<file path="src/rtl/axi_wbeat_gen.sv">
// rtl/axi_wbeat_gen.sv - AXI W beat generator driven by snooped AW burst lengths
module axi_wbeat_gen #(
  parameter int AXI_DW     = 128,
  parameter int AXI_LW     = 8,
  parameter int AXI_WSTRBW = AXI_DW / 8,
  parameter int LQ_D       = 4,
  parameter int LQ_CW      = $clog2(LQ_D + 1)
) (
  input  logic                  clk,
  input  logic                  reset,
  input  logic [AXI_LW-1:0]     axlen,
  input  logic                  axvalid,
  input  logic                  axready,
  output logic                  lq_full,
  output logic [LQ_CW-1:0]      lq_cnt,
  input  logic [AXI_DW-1:0]     src_data,
  input  logic                  src_valid,
  output logic                  src_ready,
  output logic [AXI_DW-1:0]     wdata,
  output logic [AXI_WSTRBW-1:0] wstrb,
  output logic                  wlast,
  output logic                  wvalid,
  input  logic                  wready,
  input  logic                  err_w1c,
  output logic                  err_ovf,
  output logic                  idle
);

  localparam int PW = (LQ_D > 1) ? $clog2(LQ_D) : 1;

  logic [AXI_LW-1:0] lq_mem [LQ_D];
  logic [PW-1:0]     wr_ptr;
  logic [PW-1:0]     rd_ptr;
  logic [AXI_LW-1:0] beat_cnt;
  logic [AXI_LW-1:0] hd_len;
  logic              hd_ok;
  logic              push;
  logic              pop;
  logic              push_acc;
  logic              ovf;
  logic              w_fire;

  // The head burst is visible only once its length has been registered,
  // which gives the one-cycle push-to-wvalid latency.
  assign hd_ok     = (lq_cnt != '0);
  assign hd_len    = lq_mem[rd_ptr];

  assign wvalid    = src_valid & hd_ok;
  assign src_ready = wready & hd_ok;
  assign wdata     = src_data;
  assign wstrb     = '1;
  assign wlast     = hd_ok & (beat_cnt == hd_len);
  assign w_fire    = wvalid & wready;

  // A full queue can still take a push when the head retires in the same cycle.
  assign push      = axvalid & axready;
  assign pop       = w_fire & wlast;
  assign push_acc  = push & (~lq_full | pop);
  assign ovf       = push & lq_full & ~pop;

  assign lq_full   = (lq_cnt == LQ_CW'(LQ_D));
  assign idle      = (lq_cnt == '0) & (beat_cnt == '0);

  // Length storage; entries are only consumed when lq_cnt says they are valid.
  always_ff @(posedge clk) begin
    if (push_acc) begin
      lq_mem[wr_ptr] <= axlen;
    end
  end

  // Queue pointers and occupancy.
  always_ff @(posedge clk or posedge reset) begin
    if (reset) begin
      wr_ptr <= '0;
      rd_ptr <= '0;
      lq_cnt <= '0;
    end else begin
      if (push_acc) begin
        wr_ptr <= wr_ptr + PW'(1);
      end
      if (pop) begin
        rd_ptr <= rd_ptr + PW'(1);
      end
      if (push_acc && !pop) begin
        lq_cnt <= lq_cnt + LQ_CW'(1);
      end else if (pop && !push_acc) begin
        lq_cnt <= lq_cnt - LQ_CW'(1);
      end
    end
  end

  // Beat counter for the head burst; it restarts on the last beat so a
  // full-length burst reaches wlast before it could wrap.
  always_ff @(posedge clk or posedge reset) begin
    if (reset) begin
      beat_cnt <= '0;
    end else if (w_fire) begin
      if (wlast) begin
        beat_cnt <= '0;
      end else begin
        beat_cnt <= beat_cnt + AXI_LW'(1);
      end
    end
  end

  // Sticky overflow flag; a new overflow wins over a simultaneous clear.
  always_ff @(posedge clk or posedge reset) begin
    if (reset) begin
      err_ovf <= 1'b0;
    end else if (ovf) begin
      err_ovf <= 1'b1;
    end else if (err_w1c) begin
      err_ovf <= 1'b0;
    end
  end

endmodule

</file>
<file path="config.mk">
export PLATFORM = sky130hd
export DESIGN_NAME = axi_wbeat_gen
export DESIGN_NICKNAME = d
export VERILOG_FILES = /design/src/rtl/axi_wbeat_gen.sv
export SDC_FILE = /design/constraint.sdc
export NUM_CORES = 1
export LEC_CHECK = 0
export ABC_AREA = 1
export ABC_CLOCK_PERIOD_IN_PS = 3100
export CAP_MARGIN = 0
export CELL_PAD_IN_SITES_DETAIL_PLACEMENT = 1
export CELL_PAD_IN_SITES_GLOBAL_PLACEMENT = 1
export CORE_ASPECT_RATIO = 1.75
export CORE_MARGIN = 4
export CORE_UTILIZATION = 22
export CTS_BUF_LIST = sky130_fd_sc_hd__clkbuf_16
export DETAILED_ROUTE_END_ITERATION = 8
export GPL_TIMING_DRIVEN = 0
export HOLD_SLACK_MARGIN = 0.1
export PLACE_DENSITY_LB_ADDON = 0.1
export SLEW_MARGIN = 20
export SYNTH_ARGS = -nofsm -noshare
export SYNTH_HDL_FRONTEND = slang
export SYNTH_SLANG_ARGS = --single-unit
export TNS_END_PERCENT = 10
</file>
<file path="constraint.sdc">
create_clock -name clk -period 3.1 [get_ports clk]
set_clock_uncertainty 0.15 [all_clocks]
set_input_delay 0.62 -clock clk [delete_from_list [all_inputs] [get_ports clk]]
set_output_delay 0.62 -clock clk [all_outputs]
set_load 0.01 [all_outputs]
</file>
# Word-level counts from Yosys, hierarchy flattened

Memory sizes are Yosys's and may differ from the RTL's.
Cells that the tools add are included.
W data, S select, Z words.

Add/subtract/negate cells: 5
Equal/unequal tests: 2
Muxes and demuxes: 7
Bitwise operators: 13
Reduce and logical (&&, ||, !) cells: 9

Operators by type and width:

| kind                  | count |
|---|---|
| $and A1 B1 Y1         | 10 |
| $add A8 B1 Y8 const B | 1 |
| $eq A8 B8 Y1          | 1 |
| $logic_not A8 Y1      | 1 |
| $mux W8               | 1 |
| $mux W3               | 2 |
| $add A2 B1 Y2 const B | 2 |
| $mux W1               | 4 |
| $reduce_bool A2 Y1    | 2 |
| $add A3 B1 Y3 const B | 1 |
| $eq A3 B3 Y1 const B  | 1 |
| $logic_not A3 Y1      | 1 |
| $reduce_bool A3 Y1    | 1 |
| $sub A3 B1 Y3 const B | 1 |
| $logic_and A1 B1 Y1   | 2 |
| $logic_not A1 Y1      | 2 |
| $not A1 Y1            | 2 |
| $or A1 B1 Y1          | 1 |

Flip-flop bits (word level): 16
Bits in writable memories: 32
Logic and storage cells: 42
Memories kept: 1

Memories:

| memory | words | width | rd ports | clocked after Yosys merged registers in | wr ports | RTL line | source |
|---|---|---|---|---|---|---|---|
| lq_mem | 4     | 8     | 1        | 0                                       | 1        | 31       | `logic [AXI_LW-1:0] lq_mem [LQ_D];` |

# Logic depth before layout (Yosys ltp)

Depth after elaboration: 10
Mapped depth: 21

# Least setup slack after synthesis

OpenSTA, ideal clock, no wires.

Path kind: register to register
From: register rd_ptr[0]
To: register lq_cnt[1]
Arrival time: 2.349 ns
Required time: 2.825 ns
Slack: 0.476 ns
Cell stages (with the launch flop): 18
Cell sequence: dfrtp_1 -> buf_6 -> inv_6 -> buf_6 -> nand2_2 -> nand3_1 -> nand2_1 -> xor2_1 -> nand2_1 -> nor2_2 -> nand3_4 -> nand2_4 -> nand2_4 -> inv_1 -> ha_1 -> inv_1 -> fa_1 -> mux2_2

Cells in the longest elaborated chain, start to end: 9

RTL lines:

| element                      | RTL line | source |
|---|---|---|
| start: declaration           | 33       | `logic [PW-1:0] rd_ptr;` |
| start signal: assignment     | 82       | `rd_ptr <= rd_ptr + PW'(1);` |
| $mem_v2 Z4 W8 (*)            | n/a      |  |
| $eq A8 B8 Y1 (*)             | 52       | `assign wlast = hd_ok & (beat_cnt == hd_len);` |
| $and A1 B1 Y1 (*)            | 52       |  |
| $and A1 B1 Y1 (*)            | 57       | `assign pop = w_fire & wlast;` |
| $or A1 B1 Y1 (*)             | 58       | `assign push_acc = push & (~lq_full \| pop);` |
| $and A1 B1 Y1 (*)            | 58       |  |
| via push_acc                 | 39       | `logic push_acc;` |
| $logic_not A1 Y1             | 86       | `end else if (pop && !push_acc) begin` |
| $logic_and A1 B1 Y1          | 86       |  |
| $reduce_bool A2 Y1 (no line) | n/a      |  |
| end signal: assignment       | 85       | `lq_cnt <= lq_cnt + LQ_CW'(1);` |
| end signal: assignment       | 87       | `lq_cnt <= lq_cnt - LQ_CW'(1);` |
| end: declaration             | 15       | `output logic [LQ_CW-1:0] lq_cnt,` |

The timed path passes the listed nets; every way through them passes the cells marked *.
A chain may end at the register's enable or synchronous reset.

# Worst setup path in the final report

From: register rd_ptr[0]
To: output port wlast

Cells in the longest elaborated chain, start to end: 3

RTL lines:

| element          | RTL line | source |
|---|---|---|
| $mem_v2 Z4 W8    | n/a      |  |
| $eq A8 B8 Y1     | 52       |  |
| $and A1 B1 Y1    | 52       |  |
| end: declaration | 21       | `output logic wlast,` |

No other way between the ends.

==> flow_metrics.env <==
export IMPL_worstPathMaxFanout=10
export IMPL_slew_viol_final=0
export IMPL_rsz0062_at_grt="false"
export IMPL_antenna_found_initial=0
export IMPL_hold_end="err_ovf$_DFFE_PP0P_"
export IMPL_via_per_inst=3.95
export IMPL_overflow=0
export IMPL_drt_wirelength_per_cell_um=18.9
export IMPL_ys_flop_type="edfxtp_1"
export IMPL_crit_reg2reg_launch="rd_ptr[0]$_DFFE_PP0P_"
export IMPL_cts_sinks=48
export IMPL_first_pass_iters=4
export IMPL_syn_to_final_growth_pct=60.5
export IMPL_grt_max_degree=17
export IMPL_core_area_mm2=0.0153
export IMPL_synthAdderAreaFrac_pct=3.14
export IMPL_diodes=0
export IMPL_worstHoldStart="err_ovf$_DFFE_PP0P_"
export IMPL_ys_types=34
export IMPL_max_slew_margin_pct=53.4
export IMPL_num_io_pins=296
export IMPL_final_area_mm2=0.00549
export IMPL_finalHoldViolCount=0
export IMPL_drive_gt1_share_pct=35.1
export IMPL_mappedNetlistArea_mm2=0.00342
export IMPL_ys_warn_count=0
export IMPL_grt_pass1_wl_mm=19.7
export IMPL_dpl_cell_area_mm2=0.00522
export IMPL_place_congestion=0.869
export IMPL_finalNonFillerCells=742
export IMPL_tns_ns=0
export IMPL_status="finished, final reports clean"
export IMPL_max_clock_freq_mhz=345
export IMPL_hold_buffers=0
export IMPL_routed_wl_mm=14.0
export IMPL_postRouteAntennaNets=0
export IMPL_vdd_drop_max_uv=445
export IMPL_yosys_register_bits=48
export IMPL_tightest_slew_ns=0.699
export IMPL_fin_crit_ns=2.90
export IMPL_synth_top_family_by_area="buffers and inverters"
export IMPL_grt_usage_pct=15.1
export IMPL_synth_cells=371
export IMPL_path_clk_slew_ns=0.07
export IMPL_h_tree_depth=2
export IMPL_crit_path_start_kind="flip-flop"
export IMPL_final_setup_viol_count=0
export IMPL_setup_ws_ns=0.201
export IMPL_fin_nets=706
export IMPL_reg2reg_slack_ns=0.26
export IMPL_synth_simple_area_share_pct=18.0
export IMPL_worstHoldPathCells=2
export IMPL_hpwl_mm=12.4
export IMPL_p_per_area_mw_per_mm2=530
export IMPL_async_flop_share_pct=33.3
export IMPL_reg2reg_to="lq_cnt[1]$_DFFE_PP0P_"
export IMPL_die_height_um=173
export IMPL_total_leakage_power_nw=2.46
export IMPL_hold_ws_ns=0.393
export IMPL_cts_tree="yes"
export IMPL_die_area_mm2=0.0177
export IMPL_post_place_ws_ns=-0.172
export IMPL_max_cap_violations=0
export IMPL_io_buffers=151
export IMPL_min_path_type="reg -> reg"
export IMPL_min_period_over_period_pct=93.5
export IMPL_crit_type="reg -> out"
export IMPL_synth_compound_area_share_pct=0.804
export IMPL_rr_worst_depth=17
export IMPL_cp_required_ns=2.33
export IMPL_cts_root_buf="clkbuf_16"
export IMPL_remaining_drc_errors=0
export IMPL_critPathLaunch="rd_ptr[0]$_DFFE_PP0P_"
export IMPL_vias=2929
export IMPL_crit_path_end_kind="primary output"
export IMPL_synth_mux_area_share_pct=0.329
export IMPL_fin_util_pct=35.9
export IMPL_clockBufferDepth=2
export IMPL_clock_latency_ns=0.29
export IMPL_power_total_mw=2.91
export IMPL_synth_edff_count=32
export IMPL_cts_buffers=5
export IMPL_dp_cells=723
export IMPL_synth_xor_area_share_pct=2.30
export IMPL_dr_first_iter_drc_count=44
export IMPL_grt_pass1_vias=3048
export IMPL_worstPathArrival_ns=2.13
export IMPL_syn_area_per_cell_um2=9.22
export IMPL_num_rows=60
export IMPL_start_util_pct=22.3
export IMPL_die_w_um=102
export IMPL_seq_area_frac_synth_pct=39.8
==> synth_stat cells, types with 2 or more instances <==
master    count  area share [%]
buf_4       145              32
buf_6         3            0.99
dfrtp_1      16              12
edfxtp_1     32              28
ha_1          7             2.6
inv_1        21             2.3
inv_2         2            0.22
nand2_1      65             7.1
nand2_2       3            0.55
nand2_4       2            0.66
nand3_1      23             3.4
nand4_1       2            0.37
nor2_1       13             1.4
nor2_2        5            0.91
nor3_1        3            0.44
nor3b_1       2            0.44
o21ai_0       2            0.29
o22ai_1       2            0.37
xor2_1        8             2.0
==> power by group <==
group          switching, mW  internal (mW)  total, mW  leakage, nW
Clock                  0.243          0.298      0.541       0.0716
Combinational          0.742          0.690       1.43         1.91
Sequential             0.118          0.822      0.940        0.482
Total                   1.10           1.81       2.91         2.46
==> state kept, by name, summed over array words and instances, names as in the netlist <==
signal / count
lq_cnt: 3
lq_mem: 32
wr_ptr: 2
err_ovf: 1
beat_cnt: 8
rd_ptr: 2
==> per-layer routing <==
metal  vias to the layer above  global-route usage [%]  part of all wire, %
li1                       1378                       -                    -
met4                         0                    4.49                  1.9
met5                         -                       0                    0
met1                      1387                    14.9                   33
met3                        13                    5.13                   11
met2                       151                    28.6                   54
==> final cells by class <==
class                   count  area [um^2]
plain buffers             148         1130
clock buffers               5          125
clock inverters             3         17.5
fillers                  1796         9820
inverters                  24          100
multi-input cells         166          936
flip-flops and latches     48         1360
well taps                 186          233
repair buffers            162         1590
==> worst max path at each step <==
stage	cells past startpoint	slack, ns	to
floorplan	17	0.48	lq_cnt[1]$_DFFE_PP0P_
global placement	14	-0.12	lq_cnt[2]$_DFFE_PP0P_
detailed placement	14	-0.17	lq_cnt[2]$_DFFE_PP0P_
CTS	19	0.09	lq_cnt[2]$_DFFE_PP0P_
global route	18	0.02	lq_cnt[1]$_DFFE_PP0P_
finish	11	0.20	wlast
==> timing repair <==
action,4_1_cts,5_1_grt
gates resized for setup,2,12
setup endpoints to repair,1,2
pin swaps,0,8
buffers inserted,0,11
==> worst max-delay path, cell delays in order, from the launching register on <==
cell           delay [ns]
dfrtp_1              0.37
buf_6                0.14
inv_6                0.09
buf_8                0.14
nand2_2              0.05
nand3_1              0.06
nand2_1              0.07
xor2_1               0.14
nand2_1              0.08
nor2_2               0.16
and2_1               0.22
dlygate4sd2_1        0.31
==> layout by cell type, fill, tap and decap left out, types with 5 or more instances in the layout <==
master / instances
buf_4: 156
nand3_2: 5
nor2_2: 6
inv_1: 19
nand3_1: 19
clkbuf_16: 5
dfrtp_1: 16
nand2_1: 65
conb_1: 16
ha_1: 6
nor2_1: 12
xor2_1: 8
edfxtp_1: 32
clkdlybuf4s50_1: 150
==> cell families after synthesis <==
group           Yosys count
fa+ha+maj                 8
buf+inv                 172
compound gates            5
xor+xnor                  9
mux                       1
other cells               1
flops                    48
simple gates            127
Power figures use the tool's default switching activity.
